===== config.mk =====
export PLATFORM = sky130hd
export DESIGN_NAME = inst_fetch_responder
export DESIGN_NICKNAME = d
export VERILOG_FILES = /design/src/rtl/inst_fetch_responder.sv
export SDC_FILE = /design/constraint.sdc
export NUM_CORES = 1
export LEC_CHECK = 0
export CAP_MARGIN = 20
export CORE_MARGIN = 2
export CORE_UTILIZATION = 45
export CTS_CLUSTER_DIAMETER = 50
export DETAILED_ROUTE_END_ITERATION = 10
export PLACE_DENSITY = 0.8
export SLEW_MARGIN = 10
export SYNTH_ARGS = -nofsm -noshare
export SYNTH_HDL_FRONTEND = slang
export SYNTH_SLANG_ARGS = --single-unit
export TNS_END_PERCENT = 1

===== constraint.sdc =====
create_clock -name clk -period 5.4 [get_ports clk]
set_input_delay 1.08 -clock clk [delete_from_list [all_inputs] [get_ports clk]]
set_output_delay 1.08 -clock clk [all_outputs]
set_load 0.02 [all_outputs]

===== src/rtl/inst_fetch_responder.sv =====
// ---------------------------------------------------------------------------
// inst_fetch_responder : instruction-fetch responder that turns one or two
// word reads on a 32-bit memory bus into a 64-bit fetch packet.  Rev 1.0
// ---------------------------------------------------------------------------
`default_nettype none

module inst_fetch_responder #(
   parameter bit DUAL_EN = 1'b1
) (
   input  logic        clk,
   input  logic        reset,
   input  logic        inst_req,
   input  logic [31:0] inst_addr,
   output logic        inst_addr_ok,
   output logic        inst_double,
   output logic        inst_data_ok,
   output logic [63:0] inst_rdata,
   output logic        mem_req,
   output logic [31:0] mem_addr,
   input  logic        mem_addr_ok,
   input  logic        mem_data_ok,
   input  logic [31:0] mem_rdata,
   output logic [31:0] fetch_word_cnt
);

   localparam logic [2:0] S_IDLE  = 3'd0;
   localparam logic [2:0] S_REQ0  = 3'd1;
   localparam logic [2:0] S_WAIT0 = 3'd2;
   localparam logic [2:0] S_REQ1  = 3'd3;
   localparam logic [2:0] S_WAIT1 = 3'd4;
   localparam logic [2:0] S_RESP  = 3'd5;

   logic [2:0]  state_q, state_d;
   logic [31:0] base_q, base_d;
   logic        dbl_q, dbl_d;
   logic [63:0] rdata_q, rdata_d;
   logic [31:0] cnt_q, cnt_d;
   logic        accept;

   // A pair is only formed from the lower word of an 8-byte block.
   assign inst_double = DUAL_EN && !inst_addr[2];
   assign accept      = inst_req && inst_addr_ok;

   always_ff @(posedge clk) begin
      if (reset) begin
         state_q <= S_IDLE;
      end else begin
         state_q <= state_d;
      end
   end

   always_comb begin
      state_d = state_q;
      case (state_q)
         S_IDLE:  if (accept)      state_d = S_REQ0;
         S_REQ0:  if (mem_addr_ok) state_d = S_WAIT0;
         S_WAIT0: if (mem_data_ok) state_d = dbl_q ? S_REQ1 : S_RESP;
         S_REQ1:  if (mem_addr_ok) state_d = S_WAIT1;
         S_WAIT1: if (mem_data_ok) state_d = S_RESP;
         S_RESP:  state_d = accept ? S_REQ0 : S_IDLE;
         default: state_d = S_IDLE;
      endcase
   end

   always_comb begin
      inst_addr_ok = inst_req && ((state_q == S_IDLE) || (state_q == S_RESP));
      inst_data_ok = (state_q == S_RESP);
      mem_req      = (state_q == S_REQ0) || (state_q == S_REQ1);
      mem_addr     = (state_q == S_REQ1) ? (base_q + 32'd4) : base_q;
   end

   always_comb begin
      base_d  = base_q;
      dbl_d   = dbl_q;
      rdata_d = rdata_q;
      cnt_d   = cnt_q;
      if (accept) begin
         base_d = inst_addr;
         dbl_d  = inst_double;
      end
      if ((state_q == S_WAIT0) && mem_data_ok) begin
         rdata_d[31:0] = mem_rdata;
         if (!dbl_q) rdata_d[63:32] = 32'd0;
      end
      if ((state_q == S_WAIT1) && mem_data_ok) begin
         rdata_d[63:32] = mem_rdata;
      end
      // Counter tracks the packet being returned, so it uses the old dbl_q.
      if (state_q == S_RESP) begin
         cnt_d = cnt_q + (dbl_q ? 32'd2 : 32'd1);
      end
   end

   always_ff @(posedge clk) begin
      if (reset) begin
         base_q  <= 32'd0;
         dbl_q   <= 1'b0;
         rdata_q <= 64'd0;
         cnt_q   <= 32'd0;
      end else begin
         base_q  <= base_d;
         dbl_q   <= dbl_d;
         rdata_q <= rdata_d;
         cnt_q   <= cnt_d;
      end
   end

   assign inst_rdata     = rdata_q;
   assign fetch_word_cnt = cnt_q;

endmodule

`default_nettype wire


==> results.txt <==
Outcome - complete, no violations
Gate power share - 11.5%
P_leak - 2.952 nW
Initial DRC Count - 372
Maximum vdd drop - 221.5 uV
Post-Route WL - 15,640 um
Remaining DRCs - 0
Buffer and inverter count on the worst path - 1
Worst Skew - 0.006770 ns
Hold Path Class - flop to flop
Crit-path cells - nand3b_4 > or4_4 > nor4_1 > xor2_1 > clkdlybuf4s50_1
Max-slew violations - 0
Int Power - 1.994 mW
Most used DFF post-synth - dfxtp_1
Clk sink count - 132
Switching Fraction - 23.14%
Worst Setup Start Kind - flop
Share of cells above drive strength 1 - 5.631%
Final min period - 4.106 ns
Nets - 948
Largest net degree at the start of global routing - 75
Syn_nets - 774
Crit Path Max Fanout - 13
Slew margin rel. - 50.93%
Max frequency - 243.5 MHz
Reg clk slew, reported paths - 0.06 ns
Commonest cells post-synth - nand2_1, dfxtp_1, a21oi_1, nor2_1, clkbuf_1
Global route overflow - 0
Clk pwr share - 48.2%
EDFF count, synth - 0
Yosys top cell area share - 45.86%
CP top delay family - simple AND/OR/NAND/NOR gates
Worst-skew pair later-pin latency - 0.41 ns
Drt pass-1 iters - 4
Synth warnings - 0
Netlist cell types - 48
Tightest Pin Transition - 0.7361 ns
TritonCTS Buffers - 17
RD Place Congestion - 0.8487
Critical path class - flop to output pin
Post-DP HPWL - 10,490 um
Die width - 117.2 um
CTS tree - built
First-pass GRT wire length - 24,630 um
Die span in y - 117.2 um
Critical Path AT - 3.03 ns
Syn Inst Count - 701
Via count - 5,535
Number of fill cells - 1,025
H-tree depth - 4
Max stage delay on crit path - 0.68 ns
Psw - 0.6004 mW
CTS max path bufs - 2
Port-buffer cells - 200
Post-cts sizing count - 0
Wire per inst - 14.76 um
Register bit total from synthesis - 132
Root Driver - clkbuf_16
Critical path's slowest cell - dfxtp_1
Area leader, netlist - dfxtp_1
ANT cells - 0
Top post-synthesis cells by area - dfxtp_1, nand2_1, a21oi_1
Core area - 12,570 um^2
Vias per inst - 5.222
Syn_area_per_cell - 8.219 um^2
Crit path capture type - output pin
Mapped cell area - 5762 um^2
Area grow syn2layout - 47.10%
Num rows - 41
Setup violations, final - 0
DIE AREA - 13,730 um^2
Post-CTS setup buffer count - 0
Max-cap viol count - 0
Final period util - 76.04%
Critical path required time - 4.32 ns
Unrepaired setup endpoints after global routing - false
Sequential area share after synthesis - 45.86%
Hold Slack - 0.4501 ns
Sequential power share - 40.4%
Async SR Flop Fraction - 0%
Pwr/cell area - 306.1 nW/um^2
Most frequent cell after synthesis - nand2_1
Gr usage total - 22.82%
R2R Setup Slk - 2.84 ns
Initial antenna violation count - 0
Vias in the first global route - 5,060
Hold Buf Count CTS - 0
Starting Density - 45.84%
# IOs - 201
Setup TNS - 0 ns
Post-route ant nets - 0
Final hold vios - 0
-- state kept, by name, indices dropped and copies added, names as in the netlist --
register        count
base_q             32
dbl_q               1
fetch_word_cnt     32
inst_rdata         64
state_q             3
-- power groups by stage --
stage	Combinational, mW	Sequential [mW]	Clock (mW)
global placement	0.297	1.07	0
CTS	0.300	1.05	1.27
floorplan	0.151	1.06	0
global route	0.325	1.05	1.32
finish	0.298	1.05	1.25
detailed placement	0.299	1.07	0
-- per-stage QoR --
stage | instances | setup slack [ns] | instance area (um^2) | total power [mW] | util (%)
after global placement | 1027 | 1.698 | 7821 | 1.362 | 62.23
final | 1060 | 1.294 | 8476 | 2.595 | 67.44
after detailed placement | 1027 | 1.695 | 7821 | 1.365 | 62.23
after floorplan | 701 | 2.459 | 5762 | 1.215 | -
after CTS | 1059 | 1.276 | 8464 | 2.614 | 67.35
after global routing | 1060 | 1.118 | 8476 | 2.694 | 67.44
-- cell type report --
cell class                      count  area [um^2]  area share [%]
Multi-Input combinational cell    501         2855           33.69
Clock inverter                      9        175.2           2.067
Sequential cell                   132         2643           31.18
Clock buffer                       23        467.9           5.521
Timing Repair Buffer              208         2063           24.34
Inverter                           15        56.30          0.6643
Tap cell                          172        215.2           2.539
-- worst paths after layout --
| path | from | endpoint | cells after the start |
|---|---|---|---|
| worst max-delay path | state_q[0] | mem_addr[24] | 5 |
| worst min-delay path | inst_rdata[7] | inst_rdata[7] | 2 |
| worst max register to register | dbl_q | fetch_word_cnt[26] | 8 |
| worst min register to register | inst_rdata[7] | inst_rdata[7] | 2 |
-- worst min-delay path, delay by kind of cell, from the launching register on --
family / cells / cell delay (ns)
AOI/OAI and AO/OA: 1 / 0.05
DFF: 1 / 0.30
and+or+nand+nor: 1 / 0.05
-- layout by cell type (no fill, tap or decap), types with 2 or more instances in the layout --
master,Yosys,routed
clkdlybuf4s50_1,0,199
nand2_1,153,153
dfxtp_1,132,132
a21oi_1,88,87
nor2_1,53,53
a22oi_1,33,33
xor2_1,21,21
nand4_1,18,18
xnor2_1,18,18
nand3_1,18,18
clkbuf_16,0,17
inv_1,15,15
o31ai_1,15,15
or4_1,15,15
and4_1,8,8
buf_4,4,8
o21ai_0,6,6
or3_1,6,6
nor4_1,5,5
bufinv_16,0,5
and3_1,4,4
nor3_1,4,4
clkbuf_1,40,4
and2_1,3,3
ha_1,3,3
and3b_1,2,2
nor4_4,2,2
nor3_2,2,2
nor4bb_4,0,2
a31oi_1,2,2
mux2i_1,2,2
clkinvlp_4,0,2
clkbuf_8,0,2
clkinv_2,0,2
-- routing by layer --
metal / part of all wire [%] / GRT usage [%] / routed length [um] / vias to the layer above
met3: 8.9 / 8.857 / 1389 / 23
met4: 2.0 / 9.961 / 319 / 0
met5: 0 / 0 / 0 / -
li1: - / - / - / 2785
met1: 44 / 28.39 / 6861 / 2534
met2: 45 / 35.21 / 7071 / 193
-- cells by family after synthesis --
kind of cell	share of synthesized area [%]
buf+inv	5.168
fa+ha+maj	0.9990
mux	0.5429
compound gates	15.20
flops	45.86
simple gates	26.30
xor+xnor	5.928
Power figures use the tool's default switching activity.
